===== src/rtl/fp_align_shift.sv =====
// Pre-add alignment for the FP accumulator: swaps operands so the larger
// magnitude is "big", then right-shifts the smaller mantissa with guard/round/sticky.
module fp_align_shift #(
  parameter int EXP_W = 8,
  parameter int MAN_W = 23
) (
  input  logic                   clk,
  input  logic                   rst_n,
  input  logic [EXP_W+MAN_W:0]   a_in,
  input  logic [EXP_W+MAN_W:0]   b_in,
  input  logic                   in_valid,
  output logic                   in_ready,
  output logic                   out_valid,
  input  logic                   out_ready,
  output logic [EXP_W-1:0]       exp_out,
  output logic [MAN_W:0]         mant_big,
  output logic [MAN_W+3:0]       mant_small,
  output logic                   sign_big,
  output logic                   eff_sub
);

  localparam int MANT_W = MAN_W + 1;
  localparam int AL_W   = MANT_W + 3;

  // ---------------- handshake ----------------
  logic s1_valid_q, s1_valid_d;
  logic s2_valid_q, s2_valid_d;
  logic s1_adv;
  logic in_fire;
  logic s2_load;

  assign s1_adv   = !s2_valid_q || out_ready;
  assign in_ready = !s1_valid_q || s1_adv;
  assign in_fire  = in_valid && in_ready;
  assign s2_load  = s1_valid_q && s1_adv;

  // ---------------- stage 1: unpack and compare ----------------
  logic              a_sign, b_sign;
  logic [EXP_W-1:0]  a_exp, b_exp;
  logic [MANT_W-1:0] a_mant, b_mant;
  logic              a_is_big;

  assign a_sign = a_in[EXP_W+MAN_W];
  assign b_sign = b_in[EXP_W+MAN_W];
  assign a_exp  = a_in[EXP_W+MAN_W-1:MAN_W];
  assign b_exp  = b_in[EXP_W+MAN_W-1:MAN_W];

  // Zero exponent flushes to a true zero, so denormals never contribute.
  assign a_mant = (a_exp == '0) ? '0 : {1'b1, a_in[MAN_W-1:0]};
  assign b_mant = (b_exp == '0) ? '0 : {1'b1, b_in[MAN_W-1:0]};

  // On an exact tie A stays big, which also gives sign_a when both are zero.
  assign a_is_big = {a_exp, a_mant} >= {b_exp, b_mant};

  logic [EXP_W-1:0]  s1_exp_big_q,    s1_exp_big_d;
  logic [EXP_W-1:0]  s1_diff_q,       s1_diff_d;
  logic [MANT_W-1:0] s1_mant_big_q,   s1_mant_big_d;
  logic [MANT_W-1:0] s1_mant_small_q, s1_mant_small_d;
  logic              s1_sign_big_q,   s1_sign_big_d;
  logic              s1_eff_sub_q,    s1_eff_sub_d;

  always_comb begin
    s1_valid_d      = s1_valid_q;
    s1_exp_big_d    = s1_exp_big_q;
    s1_diff_d       = s1_diff_q;
    s1_mant_big_d   = s1_mant_big_q;
    s1_mant_small_d = s1_mant_small_q;
    s1_sign_big_d   = s1_sign_big_q;
    s1_eff_sub_d    = s1_eff_sub_q;
    if (in_ready) begin
      s1_valid_d = in_valid;
    end
    if (in_fire) begin
      s1_eff_sub_d = a_sign ^ b_sign;
      if (a_is_big) begin
        s1_exp_big_d    = a_exp;
        s1_diff_d       = a_exp - b_exp;
        s1_mant_big_d   = a_mant;
        s1_mant_small_d = b_mant;
        s1_sign_big_d   = a_sign;
      end else begin
        s1_exp_big_d    = b_exp;
        s1_diff_d       = b_exp - a_exp;
        s1_mant_big_d   = b_mant;
        s1_mant_small_d = a_mant;
        s1_sign_big_d   = b_sign;
      end
    end
  end

  always_ff @(posedge clk or negedge rst_n) begin
    if (!rst_n) begin
      s1_valid_q      <= 1'b0;
      s1_exp_big_q    <= '0;
      s1_diff_q       <= '0;
      s1_mant_big_q   <= '0;
      s1_mant_small_q <= '0;
      s1_sign_big_q   <= 1'b0;
      s1_eff_sub_q    <= 1'b0;
    end else begin
      s1_valid_q      <= s1_valid_d;
      s1_exp_big_q    <= s1_exp_big_d;
      s1_diff_q       <= s1_diff_d;
      s1_mant_big_q   <= s1_mant_big_d;
      s1_mant_small_q <= s1_mant_small_d;
      s1_sign_big_q   <= s1_sign_big_d;
      s1_eff_sub_q    <= s1_eff_sub_d;
    end
  end

  // ---------------- stage 2: shift with sticky ----------------
  logic [AL_W-1:0] shift_in;
  logic [AL_W-1:0] shift_out;
  logic [AL_W-1:0] lost_mask;
  logic [AL_W-1:0] aligned;
  logic            far_shift;

  assign shift_in  = {s1_mant_small_q, 3'b000};
  assign shift_out = shift_in >> s1_diff_q;
  assign far_shift = s1_diff_q >= EXP_W'(AL_W);

  // Bit gi is shifted out whenever the distance exceeds gi.
  for (genvar gi = 0; gi < AL_W; gi++) begin : g_lost
    assign lost_mask[gi] = s1_diff_q > EXP_W'(gi);
  end

  always_comb begin
    aligned = shift_out | {{(AL_W-1){1'b0}}, |(shift_in & lost_mask)};
    if (far_shift) begin
      aligned = {{(AL_W-1){1'b0}}, |s1_mant_small_q};
    end
  end

  logic [EXP_W-1:0]  exp_out_q,    exp_out_d;
  logic [MANT_W-1:0] mant_big_q,   mant_big_d;
  logic [AL_W-1:0]   mant_small_q, mant_small_d;
  logic              sign_big_q,   sign_big_d;
  logic              eff_sub_q,    eff_sub_d;

  always_comb begin
    s2_valid_d   = s2_valid_q;
    exp_out_d    = exp_out_q;
    mant_big_d   = mant_big_q;
    mant_small_d = mant_small_q;
    sign_big_d   = sign_big_q;
    eff_sub_d    = eff_sub_q;
    if (s1_adv) begin
      s2_valid_d = s1_valid_q;
    end
    if (s2_load) begin
      exp_out_d    = s1_exp_big_q;
      mant_big_d   = s1_mant_big_q;
      mant_small_d = aligned;
      sign_big_d   = s1_sign_big_q;
      eff_sub_d    = s1_eff_sub_q;
    end
  end

  always_ff @(posedge clk or negedge rst_n) begin
    if (!rst_n) begin
      s2_valid_q   <= 1'b0;
      exp_out_q    <= '0;
      mant_big_q   <= '0;
      mant_small_q <= '0;
      sign_big_q   <= 1'b0;
      eff_sub_q    <= 1'b0;
    end else begin
      s2_valid_q   <= s2_valid_d;
      exp_out_q    <= exp_out_d;
      mant_big_q   <= mant_big_d;
      mant_small_q <= mant_small_d;
      sign_big_q   <= sign_big_d;
      eff_sub_q    <= eff_sub_d;
    end
  end

  assign out_valid  = s2_valid_q;
  assign exp_out    = exp_out_q;
  assign mant_big   = mant_big_q;
  assign mant_small = mant_small_q;
  assign sign_big   = sign_big_q;
  assign eff_sub    = eff_sub_q;

endmodule


===== config.mk =====
export PLATFORM = sky130hd
export DESIGN_NAME = fp_align_shift
export DESIGN_NICKNAME = d
export VERILOG_FILES = /design/src/rtl/fp_align_shift.sv
export SDC_FILE = /design/constraint.sdc
export NUM_CORES = 1
export LEC_CHECK = 0
export BUFFER_PORTS_ARGS = -buffer_cell sky130_fd_sc_hd__buf_2
export CORE_ASPECT_RATIO = 1.1
export CORE_MARGIN = 1.5
export CORE_UTILIZATION = 50
export CTS_CLUSTER_SIZE = 10
export DETAILED_ROUTE_END_ITERATION = 10
export HOLD_SLACK_MARGIN = 0.03
export PLACE_DENSITY = 0.84
export SLEW_MARGIN = 20
export SYNTH_ARGS = -nofsm -noshare
export SYNTH_HDL_FRONTEND = slang
export SYNTH_SLANG_ARGS = --single-unit

===== constraint.sdc =====
create_clock -name clk -period 3.8 [get_ports clk]
set_input_delay 0 -clock clk [delete_from_list [all_inputs] [get_ports clk]]
set_output_delay 0 -clock clk [all_outputs]
set_load 0.05 [all_outputs]

# --- Yosys cells after proc, flatten, opt, wreduce, memory -nomap -nowiden ---
# Cells that the tools add are included.
word_totals:
  elab_cells: 66
  output_inout_bits: 63
  inputBits: 68
  regBits: 129
op_classes:
  order_cmp: 29
  muxes: 8
  n_addsub: 2
  n_bitwise: 3
  reduce_logical: 10
  n_shift: 1
op_table:
  columns: ["cell", "n"]
  rows:
  - ["two-way mux 24 bit", 4]
  - ["> comparator 8 x 5 -> 1 bit (second input constant)", 11]
  - ["> comparator 8 x 4 -> 1 bit (second input constant)", 8]
  - [">= comparator 32 bit", 1]
  - ["> comparator 8 x 3 -> 1 bit (second input constant)", 4]
  - ["AND 27 bit", 1]
  - ["two-way mux 27 bit", 1]
  - ["bitwise OR 27 x 1 -> 27 bit", 1]
  - ["OR reduction 27 bit", 1]
  - [">> shifter 27 x 8 -> 27 bit", 1]
  - ["OR reduction 24 bit", 1]
  - ["> comparator 8 x 1 -> 1 bit (second input constant)", 2]
  - ["> comparator 8 x 2 -> 1 bit (second input constant)", 2]
  - ["zero test 8 bit", 2]
  - ["two-way mux 8 bit", 2]
  - ["subtractor 8 bit", 2]
  - [">= comparator 8 x 5 -> 1 bit (second input constant)", 1]
  - ["logical AND 1 bit", 2]
  - ["zero test 1 bit", 2]
  - ["logical OR 1 bit", 2]
  - ["two-way mux 1 bit", 1]
  - ["bitwise XOR 1 bit", 1]

# --- Longest topological paths before layout ---
# Gate-level depths: netlist (run 1).
logic_depth:
  depth_word: 5
  mapped_depth: 16
  mapped_depth_nobuf: 12

# --- Worst setup path before layout (run 1) ---
# OpenSTA, ideal clock, no wires.
synth_timing:
  kind: "input port to flip-flop"
  startpoint: "input a_in[23]"
  endpoint: "register s1_diff_q[2]"
  path_stages: 14
  setup_ns: 0.132
  arrival_time_ns: 2.889
  setup_slack_ns: 0.779
  path_cell_list: "nor4_1 nand2_1 clkbuf_1 and2_1 ha_1 nand4_1 or2_0 or4_1 o31ai_1 o21ai_1 buf_4 mux2_4 xnor2_1 o21ai_1"
synth_between:
  elab_chain_cells: 4
synth_rtl:
  columns: ["item", "line_no", "source"]
  rows:
  - ["from (decl)", "9", "input logic [EXP_W+MAN_W:0] a_in,"]
  - ["zero test 8 bit", "49", "assign a_mant = (a_exp == '0) ? '0 : {1'b1, a_in[MAN_W-1:0]};"]
  - ["two-way mux 24 bit", "49", null]
  - [">= comparator 32 bit", "53", "assign a_is_big = {a_exp, a_mant} >= {b_exp, b_mant};"]
  - ["two-way mux 8 bit (*)", "75", "if (a_is_big) begin"]
  - ["to (signal assigned)", "103", "s1_diff_q <= s1_diff_d;"]
  - ["to (decl)", "56", "logic [EXP_W-1:0] s1_diff_q, s1_diff_d;"]
# Mark *: on every way between the ends. The rest lies on a longest branch, timed or not.
# A chain may end at the register's enable or synchronous reset.

# --- Final worst setup path (run 1) ---
layout_timing:
  startpoint: "input a_in[23]"
  endpoint: "register s1_sign_big_q"
layout_between:
  elab_chain_cells: 4
layout_rtl:
  columns: ["item", "line_no", "source"]
  rows:
  - ["zero test 8 bit", "49", null]
  - ["two-way mux 24 bit", "49", null]
  - [">= comparator 32 bit (*)", "53", null]
  - ["two-way mux 1 bit (*)", "75", null]
  - ["to (signal assigned)", "106", "s1_sign_big_q <= s1_sign_big_d;"]
  - ["to (decl)", "59", "logic s1_sign_big_q, s1_sign_big_d;"]
# Marks and branches as above.

==> run_results.csv, run 1 <==
group,metric,value,unit
outcome,status,"complete, no violations",
route,vias,7795,
min_path,hp-class,"in -> reg",
logic_synthesis,ys.flop_type,"dfrtp_1",
die,dieArea,17500,sq um
timing,tightest_slew,0.855,ns
die,core,16400,sq um
placement,hpwl,15500,microns
clock_network,cts_sinks,129,
route,wire_per_inst,17.3,microns
cells_and_area,final_layout_size_suffix_gt1_frac,0.219,
timing,setup_viol,0,
power_and_ir_drop,p_per_area,556,nW/um^2
worst_setup_path,crit_required,4.08,ns
clock_network,cts_made_buffers,17,
worst_setup_path,worstSetupPathType,"in -> reg",
cells_and_area,diodes,0,
clock_network,clockBufferDepth,2,
clock_network,postCtsSetupRepairBufs,0,
power_and_ir_drop,peakVddDrop,345,uV
worst_setup_path,cp.arrival,3.91,ns
logic_synthesis,ys_seq_elements,129,
logic_synthesis,ys_types,60,
die,fp.dieH,139,microns
placement,dp_cells,1248,
die,ios,131,
route,routed_wl,23100,microns
clock_network,cts_root_buffer,"clkbuf_16",
clock_network,h-tree-depth,4,
logic_synthesis,async_flop_share,1.00,
cells_and_area,nFillCells,1312,
cells_and_area,layout_common_cells,"141 x nand2_1, 129 x dfrtp_1, 129 x buf_2",
worst_setup_path,cp_max_fo,20,
grt,grt_antenna_before_repair,0,
route,ant_nets,0,
die,num_rows,49,
clock_network,cts_tree,"yes",
logic_synthesis,syn-num-nets,1064,
timing,max-slew-margin-rel,0.430,
cells_and_area,final_common_cell,"nand2_1",
placement,port_buffers,130,
route,drt_first_pass_iters,7,
cells_and_area,fin_util,0.633,
logic_synthesis,synth.avg_cell_area,8.76,sq um
cells_and_area,instances_no_fill,1335,
route,drc,0,
logic_synthesis,yosysWarnings,0,
clock_network,clk_latency,0.42,ns
grt,grt_max_degree,90,
run,drv_cap,0,
cells_and_area,finalNetCount,1228,
clock_network,path_clk_slew,0.05,ns
die,die_w,126,microns
power_and_ir_drop,total_leakage_power,4.86,nW
worst_setup_path,endpoint_kind,"flip-flop",
placement,pre_cts_ws,0.155,ns
logic_synthesis,synth_edf_count,0,
logic_synthesis,seq_area_frac_synth,0.386,
timing,post-route-period-util,0.956,
timing,hold_viol,0,
grt,grt_pass1_wl,37900,microns
die,start_util,0.511,
cells_and_area,area_delta_synth_final,23.8,%
timing,drv_slew,0,
logic_synthesis,synth_area,8370,sq um
worst_setup_path,startpoint_type,"primary input",
placement,gp_congestion,0.952,
logic_synthesis,synthCells,955,
timing,period_needed,3.63,ns
logic_synthesis,synth_top_area_share,0.386,
grt,grt_usage,0.271,
grt,grt-ovfl-total,0,
logic_synthesis,synth_area_leader_cell,"dfrtp_1",
route,vias_per_cell,5.84,
timing,fmax,275,MHz
route,drt_iter0_markers,590,
grt,grt_pass1_vias,7615,
logic_synthesis,synth_area_leaders,"dfrtp_1 39%, nand2_1 6.5%, ha_1 5.8%",
timing,final.setup_skew,0.00650,ns
timing,layout_setup_ws,0.166,ns
==> worst max-delay path: stages <==
cell and delay [ns]:
buf_2 0.13, nor4_2 0.35, nand2_2 0.24, buf_4 0.25
and2_1 0.20, ha_1 0.33, a21oi_1 0.18, o21ai_1 0.11
a2111oi_1 0.44, o21ai_1 0.20, o21ai_4 0.21, buf_12 0.21
buf_4 0.24, mux2i_1 0.19, dlygate4sd3_1 0.57, o21ai_1 0.06
==> stage by stage <==
stage / cell area (sq um) / power [mW] / hold slack [ns] / TNS, ns
global route: 10400 / 6.06 / 0.0441 / -0.0470
CTS: 10300 / 5.73 / 0.0300 / 0
finish: 10400 / 5.76 / 0.0483 / 0
global placement: 9250 / 4.12 / 0.239 / 0
detailed placement: 9250 / 4.17 / 0.252 / 0
floorplan: 8370 / 3.55 / -0.296 / 0
==> cells by family after synthesis <==
kind of cell               Yosys count  share of synthesized area
and+or+nand+nor                    333                      0.186
muxes                               83                      0.124
adders and majority gates           41                     0.0631
DFF                                129                      0.386
xor gates and xnor gates             7                    0.00733
AOI/OAI and AO/OA                  268                      0.189
buffers and inverters               94                     0.0450
==> path summary, 6_finish.rpt <==
| path | start | endpoint | slack (ns) | depth (start not counted) |
|---|---|---|---|---|
| max reg2reg | s1_diff_q[1] | mant_small[0] | 0.80 | 8 |
| min | a_in[16] | s1_mant_small_q[16] | 0.05 | 4 |
| max in group asynchronous | rst_n | s1_diff_q[6] | 2.70 | 3 |
| max | a_in[23] | s1_sign_big_q | 0.17 | 16 |
| min reg2reg | mant_small[12] | mant_small[12] | 0.47 | 2 |
| min in group asynchronous | rst_n | mant_small[13] | 0.22 | 2 |
==> Yosys cell counts (all sizes together), types with 11 or more instances <==
library cell and instances:
nand2 144, a22o 11, nor2 59, nor4 12, nand4 11, o21ai 120, mux2 44, a31oi 26
buf 22, nor2b 26, nor3 12, clkbuf 45, mux2i 28, nand3 19, mux4 11, dfrtp 129
a21oi 56, ha 39, inv 27, and2 26
==> repair_timing <==
| item | 4_1_cts | 5_1_grt |
|---|---|---|
| hold buffers | 56 | 0 |
| setup endpoints to repair | 0 | 9 |
| endpoints found under the hold margin | 138 | 0 |
| resized for setup | 0 | 4 |
==> metal layers <==
metal	track usage	vias up	share of wire
li1	-	3753	-
met1	0.343	3661	0.43
met2	0.452	324	0.48
met3	0.0567	57	0.060
met4	0.110	0	0.031
met5	0	-	0
==> where the power goes <==
part	internal [mW]	switching, mW	total [mW]	leakage (nW)
Clock	0.924	0.578	1.50	0.261
Sequential	1.65	0.264	1.92	1.62
Combinational	0.829	1.51	2.34	2.98
==> sequential cells by signal, summed over array words and instances, names as in the netlist, 8 cells and up <==
register	count
mant_small	27
s1_mant_big_q	24
exp_out	8
s1_diff_q	8
mant_big	24
s1_exp_big_q	8
s1_mant_small_q	24
==> cell type report <==
type / count / area (sq um) / share of cell area
inverters: 27 / 101 / 0.00978
well taps: 204 / 255 / 0.0246
clock buffers: 25 / 475 / 0.0459
clock inverters: 6 / 57.6 / 0.00555
flip-flops and latches: 129 / 3230 / 0.312
repair buffers: 212 / 1450 / 0.140
multi-input cells: 732 / 4790 / 0.463
No activity file was read; power rests on OpenSTA's default activity.
==> run 2, diff against run 1 <==
CORE_MARGIN = default   (was 1.5)
MAX_ROUTING_LAYER = met4   (was default)
RECOVER_POWER = 25   (was default)
==> run 2 against run 1 <==
Compared with the run above: the flow now finishes with violations (DRC, capacitance limit, slew limit); sequential cell count is the same; utilization is 0.96 points higher; critical path type unchanged; worst setup slack got worse by 0.047 ns; wire length increased by 7.3%; clock skew is 0.0052 ns higher; die area down 1.5%; critical path depth stayed put; fmax fell by 1.3%; count of clock-buffer cells in the layout down 7; first-iteration DRC count grew 26%; worst hold slack improved by 0.0049 ns; sequential share of layout area fell by 0.46 points; largest power group unchanged.
==> run_results.csv, run 2 (synthesis gave the netlist of run 1 again) <==
group,metric,value,unit
timing,drv_slew,58,
timing,final.setup_skew,0.0117,ns
timing,hold_viol,0,
cells_and_area,area_delta_synth_final,25.7,%
die,num_rows,49,
worst_setup_path,endpoint_kind,"flip-flop",
die,die_w,125,microns
power_and_ir_drop,total_leakage_power,4.83,nW
grt,grt_pass1_vias,7712,
placement,port_buffers,130,
placement,dpl-instance-area,9240,sq um
die,dieArea,17300,sq um
placement,gp_congestion,0.974,
route,routed_wl,24800,microns
power_and_ir_drop,peakVddDrop,362,uV
outcome,violations,"DRC, capacitance limit, slew limit",
route,vias_per_cell,6.03,
cells_and_area,diodes,0,
clock_network,clockBufferDepth,2,
route,vias,8081,
cells_and_area,fin_util,0.643,
outcome,status,"finished, violations left",
worst_setup_path,rr_startpoint,"s1_diff_q[0]",
grt,grt_usage,0.298,
route,ant_nets,0,
worst_setup_path,worstSetupPathType,"in -> reg",
power_and_ir_drop,clkPwrFrac,0.288,
clock_network,cts_sinks,129,
worst_setup_path,rrSetupSlack,0.75,ns
clock_network,clk_latency,0.44,ns
timing,tightest_slew,3.30,ns
clock_network,cts_tree,"yes",
clock_network,h-tree-depth,4,
power_and_ir_drop,intPower,3.51,mW
worst_setup_path,cp.arrival,3.99,ns
clock_network,cts_root_buffer,"clkbuf_16",
grt,grt_antenna_before_repair,0,
power_and_ir_drop,switching_power,2.47,mW
die,core,16400,sq um
grt,grt-ovfl-total,0,
route,drc,8,
min_path,hold_start,"a_in[18]",
route,wire_per_inst,18.5,microns
cells_and_area,layout_common_cells,"142 x nand2_1, 129 x dfrtp_1, 105 x buf_2",
timing,period_needed,3.68,ns
placement,hpwl,15600,microns
grt,grt_max_degree,78,
timing,max-slew-margin-rel,-1.20,
power_and_ir_drop,p_per_area,569,nW/um^2
die,start_util,0.511,
worst_setup_path,startpoint_type,"primary input",
cells_and_area,final_layout_size_suffix_gt1_frac,0.205,
timing,setup_viol,0,
clock_network,path_clk_slew,0.06,ns
die,ios,131,
timing,fmax,272,MHz
route,drt_first_pass_iters,10,
run,drv_cap,1,
power_and_ir_drop,sw_frac_of_total,0.413,
power_and_ir_drop,seq_power_share,0.324,
cells_and_area,final_common_cell,"nand2_1",
grt,grt_pass1_wl,39200,microns
worst_setup_path,cp_max_fo,19,
cells_and_area,finalNetCount,1233,
cells_and_area,largest_reg_flops,27,
min_path,hp-class,"in -> reg",
worst_setup_path,critPathLaunch,"a_in[29]",
power_and_ir_drop,pwr-share-comb,0.388,
route,drt_iter0_markers,741,
clock_network,cts_made_buffers,17,
worst_setup_path,crit_required,4.11,ns
cells_and_area,finish.instance_area,10500,sq um
timing,post-route-period-util,0.969,
power_and_ir_drop,p_total,5.98,mW
die,fp.dieH,138,microns
==> run 2: cell count changes in the layout (fill, tap and decap cells not counted), sizes merged <==
cell,previous run,this run
clkbuf,25,43
nand2,144,145
clkinv,4,5
bufinv,1,3
dlygate4sd3,56,62
clkinvlp,1,3
inv,27,30
buf,156,129
==> run 2: what timing repair did <==
action | 4_1_cts | 5_1_grt
resized for setup | 0 | 12
setup buffers | 0 | 2
hold buffers | 62 | 0
setup endpoints to repair | 0 | 64
endpoints found under the hold margin | 110 | 0
==> run 2: path summary, 6_finish.rpt <==
| path | end | depth (start not counted) |
|---|---|---|
| max | s1_diff_q[5] | 16 |
| min | s1_mant_small_q[18] | 4 |
| max reg2reg | mant_small[0] | 9 |
| min reg2reg | mant_small[12] | 2 |
| max in group asynchronous | mant_small[24] | 3 |
| min in group asynchronous | s1_mant_small_q[19] | 2 |
==> run 2: cell type report <==
class / instances / area (sq um)
fill: 1287 / 5850
inverter: 27 / 101
tap: 204 / 255
clock inverter: 14 / 179
timing repair buffer: 216 / 1470
clock buffer: 18 / 439
multi-input combinational: 733 / 4840
sequential: 129 / 3230
==> run 2: stage by stage <==
step / instances / TNS [ns] / hold slack, ns / setup WS (ns)
after global placement: 1244 / 0 / 0.125 / 0.212
after detailed placement: 1244 / 0 / 0.125 / 0.101
after floorplan: 955 / 0 / -0.296 / 0.779
final: 1341 / 0 / 0.0531 / 0.120
after global routing: 1341 / -0.0370 / 0.0598 / -0.0370
after CTS: 1338 / 0 / 0.0304 / 0.0177
==> run 2: layer usage <==
layer	vias up	part of all wire	GRT usage	wire (microns)
li1	3755	-	-	-
met1	3776	0.40	0.368	9870
met2	460	0.48	0.485	12000
met3	90	0.082	0.0567	2040
met4	0	0.035	0.120	864
met5	-	0	-	0
==> run 2: power by group through the flow <==
stage	clock, mW	combinational (mW)	sequential, mW
2_1_floorplan	0	1.23	2.33
3_3_place_gp	0	2.19	1.93
3_5_place_dp	0	2.22	1.94
4_1_cts	1.74	2.28	1.92
5_1_grt	1.81	2.51	1.97
6_report	1.72	2.32	1.94
==> run 2: critical path, cell delays in order <==
cell and delay, ns:
dlygate4sd3_1 0.54, buf_2 0.16, nor4_4 0.31, buf_4 0.19, nand2_1 0.13, and2_1 0.22
ha_1 0.30, nand4_1 0.08, or2_0 0.25, or4_1 0.60, o31ai_2 0.28, o21ai_4 0.11
buf_12 0.19, mux2_4 0.31, xnor2_1 0.20, o21ai_1 0.10
